File: config.mk
export PLATFORM = sky130hd
export DESIGN_NAME = id_ex_pipeline_reg
export DESIGN_NICKNAME = d
export VERILOG_FILES = /design/src/rtl/mips_pipe_pkg.sv /design/src/rtl/pipe_field_reg.sv /design/src/rtl/id_ex_pipeline_reg.sv
export SDC_FILE = /design/constraint.sdc
export NUM_CORES = 1
export LEC_CHECK = 0
export ABC_AREA = 0
export CAP_MARGIN = 20
export CELL_PAD_IN_SITES_DETAIL_PLACEMENT = 1
export CELL_PAD_IN_SITES_GLOBAL_PLACEMENT = 2
export CORE_MARGIN = 4
export CORE_UTILIZATION = 24
export DETAILED_ROUTE_END_ITERATION = 10
export PLACE_DENSITY_LB_ADDON = 0.1
export SYNTH_ARGS = -nofsm -noshare
export SYNTH_HDL_FRONTEND = slang
export SYNTH_SLANG_ARGS = --single-unit
export TNS_END_PERCENT = 100
File: constraint.sdc
create_clock -name clock -period 3.7 [get_ports clock]
set_input_delay 0.37 -clock clock [delete_from_list [all_inputs] [get_ports clock]]
set_output_delay 0.37 -clock clock [all_outputs]
set_load 0.02 [all_outputs]
File: src/rtl/mips_pipe_pkg.sv
// Shared definitions for the MIPS32 pipeline registers: control-word bit
// positions, the default bubble control word and default field widths.
package mips_pipe_pkg;

    localparam int CTRL_W_DEFAULT     = 8;
    localparam int REG_ADDR_W_DEFAULT = 5;

    // Bit positions inside the packed control word.
    localparam int CTRL_REGDST   = 0;
    localparam int CTRL_ALUSRC   = 1;
    localparam int CTRL_MEMTOREG = 2;
    localparam int CTRL_REGWRITE = 3;
    localparam int CTRL_MEMREAD  = 4;
    localparam int CTRL_MEMWRITE = 5;
    localparam int CTRL_BRANCH   = 6;
    localparam int CTRL_ALUOP    = 7;

    // A bubble must never write the register file or memory, nor branch.
    localparam logic [CTRL_W_DEFAULT-1:0] NOP_CTRL_DEFAULT = '0;

endpackage

File: src/rtl/pipe_field_reg.sv
// Generic pipeline field register: synchronous reset and flush load RST_VAL,
// stall holds, otherwise the input is captured.
module pipe_field_reg #(
    parameter int             W       = 1,
    parameter logic [W-1:0]   RST_VAL = '0
) (
    input  logic         clock,
    input  logic         reset,
    input  logic         stall,
    input  logic         flush,
    input  logic [W-1:0] d,
    output logic [W-1:0] q
);

    logic [W-1:0] q_reg;

    // Flush outranks stall so a bubble can replace a held instruction.
    always_ff @(posedge clock) begin
        if (reset || flush) begin
            q_reg <= RST_VAL;
        end else if (!stall) begin
            q_reg <= d;
        end
    end

    assign q = q_reg;

endmodule

File: src/rtl/id_ex_pipeline_reg.sv
// ID/EX pipeline register with stall, flush (bubble), valid tracking and a
// saturating count of inserted bubbles.
module id_ex_pipeline_reg
    import mips_pipe_pkg::*;
#(
    parameter int                CTRL_W     = CTRL_W_DEFAULT,
    parameter int                DATA_W     = 32,
    parameter int                REG_ADDR_W = REG_ADDR_W_DEFAULT,
    parameter logic [CTRL_W-1:0] NOP_CTRL   = CTRL_W'(NOP_CTRL_DEFAULT),
    parameter int                CNT_W      = 16
) (
    input  logic                  clock,
    input  logic                  reset,
    input  logic                  stall,
    input  logic                  flush,
    input  logic                  in_valid,
    input  logic [CTRL_W-1:0]     in_ctrl,
    input  logic [DATA_W-1:0]     in_rs_data,
    input  logic [DATA_W-1:0]     in_rt_data,
    input  logic [DATA_W-1:0]     in_imm,
    input  logic [DATA_W-1:0]     in_pc_plus4,
    input  logic [REG_ADDR_W-1:0] in_rs_addr,
    input  logic [REG_ADDR_W-1:0] in_rt_addr,
    input  logic [REG_ADDR_W-1:0] in_rd_addr,
    output logic                  out_valid,
    output logic [CTRL_W-1:0]     out_ctrl,
    output logic [DATA_W-1:0]     out_rs_data,
    output logic [DATA_W-1:0]     out_rt_data,
    output logic [DATA_W-1:0]     out_imm,
    output logic [DATA_W-1:0]     out_pc_plus4,
    output logic [REG_ADDR_W-1:0] out_rs_addr,
    output logic [REG_ADDR_W-1:0] out_rt_addr,
    output logic [REG_ADDR_W-1:0] out_rd_addr,
    output logic [CNT_W-1:0]      out_bubble_count
);

    localparam int N_DATA = 4;
    localparam int N_ADDR = 3;

    logic [DATA_W-1:0]     data_d [N_DATA];
    logic [DATA_W-1:0]     data_q [N_DATA];
    logic [REG_ADDR_W-1:0] addr_d [N_ADDR];
    logic [REG_ADDR_W-1:0] addr_q [N_ADDR];
    logic [CTRL_W-1:0]     ctrl_d;
    logic [CNT_W-1:0]      bubble_count_reg;
    logic [CNT_W-1:0]      bubble_count_next;

    assign data_d[0] = in_rs_data;
    assign data_d[1] = in_rt_data;
    assign data_d[2] = in_imm;
    assign data_d[3] = in_pc_plus4;
    assign addr_d[0] = in_rs_addr;
    assign addr_d[1] = in_rt_addr;
    assign addr_d[2] = in_rd_addr;

    // An invalid decode slot must not carry side effects into EX, so its
    // control word is replaced; its data is still copied verbatim.
    assign ctrl_d = in_valid ? in_ctrl : NOP_CTRL;

    genvar gi;
    generate
        for (gi = 0; gi < N_DATA; gi++) begin : g_data
            pipe_field_reg #(.W(DATA_W), .RST_VAL({DATA_W{1'b0}})) u_data (
                .clock(clock), .reset(reset), .stall(stall), .flush(flush),
                .d(data_d[gi]), .q(data_q[gi])
            );
        end
        for (gi = 0; gi < N_ADDR; gi++) begin : g_addr
            pipe_field_reg #(.W(REG_ADDR_W), .RST_VAL({REG_ADDR_W{1'b0}})) u_addr (
                .clock(clock), .reset(reset), .stall(stall), .flush(flush),
                .d(addr_d[gi]), .q(addr_q[gi])
            );
        end
    endgenerate

    pipe_field_reg #(.W(1), .RST_VAL(1'b0)) u_valid (
        .clock(clock), .reset(reset), .stall(stall), .flush(flush),
        .d(in_valid), .q(out_valid)
    );

    pipe_field_reg #(.W(CTRL_W), .RST_VAL(NOP_CTRL)) u_ctrl (
        .clock(clock), .reset(reset), .stall(stall), .flush(flush),
        .d(ctrl_d), .q(out_ctrl)
    );

    // Flush wins over stall, so the counter only needs to look at flush.
    always_comb begin
        bubble_count_next = bubble_count_reg;
        if (flush && (bubble_count_reg != {CNT_W{1'b1}})) begin
            bubble_count_next = bubble_count_reg + 1'b1;
        end
    end

    always_ff @(posedge clock) begin
        if (reset) begin
            bubble_count_reg <= '0;
        end else begin
            bubble_count_reg <= bubble_count_next;
        end
    end

    assign out_rs_data      = data_q[0];
    assign out_rt_data      = data_q[1];
    assign out_imm          = data_q[2];
    assign out_pc_plus4     = data_q[3];
    assign out_rs_addr      = addr_q[0];
    assign out_rt_addr      = addr_q[1];
    assign out_rd_addr      = addr_q[2];
    assign out_bubble_count = bubble_count_reg;

endmodule

==> out/metrics.yaml, run 1 <==
holdPathStages: 2
dpl.hpwl_um: 16300
r2r_slack_ns: 1.77
drtPass1Iterations: 4
power_frac_seq_pct: 44.7
yosysTopAreaCellShare_pct: 55.2
p_per_area_nw_per_um2: 415
dr_total_vias: 5397
finalInstanceArea_um2: 10200
dieWidth_um: 167
initial_core_util_pct: 24.3
fin_crit_ns: 2.09
dieHeight_um: 167
antenna_found_initial: 2
r2r-start: "out_bubble_count[0]$_SDFFE_PP0P_"
slew_viol_final: 0
cts_setup_buffers: 0
core_um2: 25100
drc: 0
timing.fmax_mhz: 479
clk_pin_slew_worst_paths_ns: 0.07
regToRegEndpoint: "out_bubble_count[1]$_SDFFE_PP0P_"
largest_register_ffs: 128
ys_top_cells_by_count: "168 x dfxtp_1, 159 x nor2_1, 144 x mux2i_1, 19 x buf_2, 16 x clkbuf_1"
p_sw_mw: 1.08
reg2reg_depth: 5
final_core_util_pct: 40.8
final_cell_count_no_fill: 1238
worst_slew_pin_slew_ns: 0.839
die-area_um2: 28000
syn_nets: 741
synthFlopType: "dfxtp_1"
syn_inst: 584
cts.htree.levels: 4
worstSkewPairLatency_ns: 0.43
hold_path_class: "reg -> reg"
fin_crit_sh_pct: 56.5
grtUsageTotal_pct: 15.0
finalHoldViolCount: 0
finalPower_mw: 4.24
ys_seq_area_share_pct: 55.2
gp_congestion: 0.762
rows: 58
worst_hold_slack_ns: 0.494
ys_async_sr_fraction_pct: 0
rsz0062_at_grt: "no"
status: "finished, final reports clean"
vdd_drop_max_mv: 0.199
power_leakage_nw: 4.08
crit_type: "in -> reg"
yosysMostFrequentCell: "dfxtp_1"
cts.repair.resized: 0
yosys.area.top_type: "dfxtp_1"
fin_skew_ns: 0.0125
max_stage_delay_ns: 0.89
postCtsHoldBufs: 0
crit_path_max_fanout: 81
clkSinkCount: 168
fin_nets: 1051
synth_edf_count: 0
clk_path_buf_depth: 2
synth.area.top_cells: "dfxtp_1 55%, mux2i_1 24%, nor2_1 9.8%"
hold_path_end: "g_data[1].u_data.q[17]$_SDFFE_PP0N_"
dpl.cell_count: 1205
yosys_register_bits: 168
drv_cap: 0
cts.root.buffer_cell: "clkbuf_16"
syn_area_um2: 6100
pin_count: 324
startpoint_type: "input port"
setup_viol: 0
ys_warn_count: 0
drtIter0Drc: 169
arrival_ns: 2.39
setup_ws_ns: 1.61
grt_overflow: 0
final_antenna_net_count: 0
syn_to_final_growth_pct: 68.0
io_buffers: 323
comb_power_share_pct: 13.3
crit_required_ns: 4.00
grt_pass1_wl_um: 33200
viasPerCell: 4.36
slowest_stage: "clkdlybuf4s50_1"
worstPathCellList: "clkdlybuf4s50_1 -> or2_4 -> buf_12 -> nor2_1"
cts_buffers: 17
switching_share_pct: 25.5
wire_per_inst_um: 17.3
relSlewSlack_pct: 44.0
fillers: 2829
hold_start: "g_data[1].u_data.q[17]$_SDFFE_PP0N_"
drive_gt1_share_pct: 4.96
grt_max_degree: 82
ys_types: 38
place_ws_ns: 1.14
fin_setup_tns_ns: 0
grt_pass1_vias: 5624
worstSetupEndpointType: "flip-flop"
clkPwrFrac_pct: 42.1
postPlaceCellArea_um2: 9650
p_int_mw: 3.16
wl_um: 21400
cts_tree: "yes"
avgSynthCellArea_um2: 10.4
## per-layer routing
layer | track usage (%) | part of all wire, % | wire length [um]
met3 | 6.11 | 8.5 | 1820
met5 | 0 | 0.037 | 8
met4 | 4.80 | 1.6 | 337
met1 | 17.1 | 40 | 8570
met2 | 25.7 | 50 | 10700
## worst max-delay path, delay by kind of cell
kind	cells	cell delay, ns
simple gates	2	0.66
buf+inv	2	1.25
## power by group through the flow
stage	clock network (mW)	registers (mW)	logic [mW]
after floorplan	0	2.00	0.179
after global placement	0	1.93	0.562
after detailed placement	0	1.94	0.572
after CTS	1.86	1.90	0.575
after global routing	1.93	1.90	0.605
final	1.79	1.90	0.564
## cell usage in the layout (no fill, tap or decap), types with 2 or more instances in the layout
cell / synthesis / layout
inv_1: 2 / 2
a31oi_1: 5 / 5
or4_1: 4 / 4
inv_8: 0 / 5
buf_4: 0 / 3
a21oi_1: 7 / 7
nor3_1: 4 / 4
o21bai_1: 2 / 2
inv_6: 0 / 5
a22oi_1: 8 / 8
clkbuf_8: 0 / 2
buf_12: 0 / 2
clkdlybuf4s50_1: 0 / 322
nand4_1: 3 / 3
and3_1: 3 / 3
nand2_1: 6 / 6
nand3_1: 5 / 5
or3_1: 3 / 3
a211oi_1: 2 / 2
o31ai_1: 4 / 4
mux2i_1: 144 / 144
dfxtp_1: 168 / 168
nor2_1: 159 / 159
clkbuf_16: 0 / 17
## cells by family after synthesis
family	count (synthesis)	share of synthesized area, %
flip-flops	168	55.2
multiplexers	144	23.6
XOR/XNOR	1	0.144
adder cells (fa/ha/maj)	1	0.205
AO/OA/AOI/OAI	36	4.41
AND/OR/NAND/NOR	195	13.6
buffers and inverters	39	2.79
## cell type report
type | count | area (um^2) | area share (%)
Sequential cell | 168 | 3360 | 32.8
Timing Repair Buffer | 328 | 3300 | 32.2
Multi-Input combinational cell | 377 | 2560 | 25.0
Clock buffer | 18 | 439 | 4.29
Tap cell | 330 | 413 | 4.03
Clock inverter | 14 | 151 | 1.48
Inverter | 2 | 7.51 | 0.0733
Antenna cell | 1 | 2.50 | 0.0244
## worst max path at each step
stage | start | endpoint | slack [ns] | depth (start not counted)
after floorplan | out_bubble_count[0]$_SDFFE_PP0P_ | out_bubble_count[1]$_SDFFE_PP0P_ | 1.91 | 5
after global placement | reset | g_data[0].u_data.q[13]$_SDFFE_PP0N_ | 1.22 | 4
after detailed placement | reset | g_data[3].u_data.q[19]$_SDFFE_PP0N_ | 1.14 | 4
after CTS | reset | u_ctrl.q[2]$_SDFFE_PP0N_ | 1.61 | 4
after global routing | reset | g_data[3].u_data.q[24]$_SDFFE_PP0N_ | 1.47 | 4
final | reset | u_ctrl.q[2]$_SDFFE_PP0N_ | 1.61 | 4
Power figures use the tool's default switching activity.
==> inputs of run 2 (changes only) <==
--- a/config.mk
+++ b/config.mk
@@ -10,7 +10,7 @@
 export CELL_PAD_IN_SITES_DETAIL_PLACEMENT = 1
 export CELL_PAD_IN_SITES_GLOBAL_PLACEMENT = 2
 export CORE_MARGIN = 4
-export CORE_UTILIZATION = 24
+export CORE_UTILIZATION = 22
 export DETAILED_ROUTE_END_ITERATION = 10
 export PLACE_DENSITY_LB_ADDON = 0.1
 export SYNTH_ARGS = -nofsm -noshare
==> constraint.sdc (replaced) <==
create_clock -name clock -period 2.08 [get_ports clock]
set_input_delay 0.208 -clock clock [delete_from_list [all_inputs] [get_ports clock]]
set_output_delay 0.208 -clock clock [all_outputs]
set_load 0.02 [all_outputs]
==> run 2 against run 1 <==
Global-route usage down 0.74 points. Final area increased by 1.2%. Sequential power up 77%. Combinational power up 83%. Count of clock-buffer cells in the layout up 1. Hold slack worse by 0.12 ns. Non-clock buffer count is 9 higher. Via count up 1.1%. First-iteration DRC count down 12%. Critical path depth is 3 lower.
==> out/metrics.yaml, run 2 (synthesis gave the netlist of run 1 again) <==
status: "finished, final reports clean"
cts.root.buffer_cell: "clkbuf_16"
slew_viol_final: 0
worstSkewPairLatency_ns: 0.42
io_buffers: 323
viasPerCell: 4.24
syn_to_final_growth_pct: 70.0
postPlaceCellArea_um2: 9790
startpoint: "out_bubble_count[2]$_SDFFE_PP0P_"
cts_setup_buffers: 0
grtUsageTotal_pct: 14.3
drive_gt1_share_pct: 5.79
initial_core_util_pct: 22.5
power_leakage_nw: 4.12
slowest_stage: "clkdlybuf4s50_1"
rows: 60
worstPathCellList: "clkdlybuf4s50_1"
p_per_area_nw_per_um2: 724
clk_path_buf_depth: 2
relSlewSlack_pct: 59.8
crit_type: "reg -> out"
wl_um: 22000
fillers: 2979
grt_overflow: 0
mostFrequentLayoutCell: "clkdlybuf4s50_1"
grt_pass1_vias: 5821
crit_path_end: "out_bubble_count[2]"
path_depth: 1
core_um2: 27100
diodes: 0
finalInstanceArea_um2: 10400
r2r_slack_ns: 0.36
clkSinkCount: 168
arrival_ns: 1.57
grt_pass1_wl_um: 34500
finalPower_mw: 7.51
power_frac_seq_pct: 44.8
wire_per_inst_um: 17.1
dpl.cell_count: 1256
dpl.hpwl_um: 16700
setup_viol: 0
fin_nets: 1060
final_cell_count_no_fill: 1288
largest_register_ffs: 128
dieHeight_um: 174
regToRegEndpoint: "out_bubble_count[1]$_SDFFE_PP0P_"
r2r-start: "out_bubble_count[1]$_SDFFE_PP0P_"
cts.repair.resized: 0
cp_top_family: "buffers and inverters"
antenna_found_initial: 2
clkPwrFrac_pct: 41.4
max_stage_delay_ns: 0.67
drtPass1Iterations: 4
timing.fmax_mhz: 562
startpoint_type: "flip-flop"
dieWidth_um: 174
gp_congestion: 0.749
p_int_mw: 5.53
worst_slew_pin_slew_ns: 0.602
finalHoldViolCount: 0
cts_buffers: 17
hold_path_class: "in -> reg"
final_cell_mix: "322 x clkdlybuf4s50_1, 168 x dfxtp_1, 159 x nor2_1"
cts_tree: "yes"
p_sw_mw: 1.98
fin_setup_tns_ns: 0
rsz0062_at_grt: "no"
crit_path_max_fanout: 9
grt_max_degree: 94
drv_cap: 0
vdd_drop_max_mv: 0.403
cts.htree.levels: 4
reg2reg_depth: 5
fin_skew_ns: 0.00954
clk_pin_slew_worst_paths_ns: 0.08
fin_crit_sh_pct: 85.6
switching_share_pct: 26.3
comb_power_share_pct: 13.7
dr_total_vias: 5458
crit_buf_inv: 1
drtIter0Drc: 149
drc: 0
postCtsHoldBufs: 0
crit_required_ns: 1.87
die-area_um2: 30400
fin_crit_ns: 1.78
final_antenna_net_count: 0
pin_count: 324
worstSetupEndpointType: "primary output"
==> run 2: stage by stage <==
| stage | util [%] | hold WS [ns] | worst slack [ns] |
|---|---|---|---|
| floorplan | - | 0.280 | 0.294 |
| global placement | 36.1 | 0.473 | 0.257 |
| detailed placement | 36.1 | 0.486 | 0.248 |
| CTS | 38.2 | 0.360 | 0.247 |
| global route | 38.2 | 0.373 | 0.197 |
| finish | 38.2 | 0.370 | 0.300 |
==> run 2: area by class of cell <==
| type | count | area [um^2] | share of cell area (%) |
|---|---|---|---|
| Sequential cell | 168 | 3360 | 32.4 |
| Inverter | 2 | 7.51 | 0.0724 |
| Timing Repair Buffer | 337 | 3390 | 32.7 |
| Tap cell | 372 | 465 | 4.49 |
| Multi-Input combinational cell | 377 | 2560 | 24.7 |
| Clock inverter | 13 | 129 | 1.24 |
| Clock buffer | 19 | 443 | 4.27 |
==> run 2: how the worst min path moves through the flow <==
stage | cells past startpoint | to | slack [ns] | startpoint
CTS | 3 | g_data[3].u_data.q[25]$_SDFFE_PP0N_ | 0.36 | stall
detailed placement | 2 | g_data[3].u_data.q[29]$_SDFFE_PP0N_ | 0.49 | g_data[3].u_data.q[29]$_SDFFE_PP0N_
finish | 3 | g_data[3].u_data.q[25]$_SDFFE_PP0N_ | 0.37 | stall
global placement | 2 | g_data[0].u_data.q[23]$_SDFFE_PP0N_ | 0.47 | g_data[0].u_data.q[23]$_SDFFE_PP0N_
floorplan | 1 | out_bubble_count[4]$_SDFFE_PP0P_ | 0.28 | reset
global route | 3 | g_data[3].u_data.q[10]$_SDFFE_PP0N_ | 0.37 | in_pc_plus4[10]
==> run 2: power by group through the flow <==
stage               combinational [mW]  sequential [mW]  clock (mW)
finish                            1.03             3.36        3.11
detailed placement                1.04             3.44           0
floorplan                        0.319             3.56           0
global route                      1.11             3.38        3.39
CTS                               1.05             3.37        3.26
global placement                  1.03             3.43           0
==> run 2: routing by layer <==
metal  vias up  GRT usage, %  part of all wire (%)
li1       2635             -                     -
met5         -             0                  0.12
met1      2601          17.0                    42
met2       199          23.6                    48
met3        19          5.85                   8.5
met4         4          4.09                   1.2
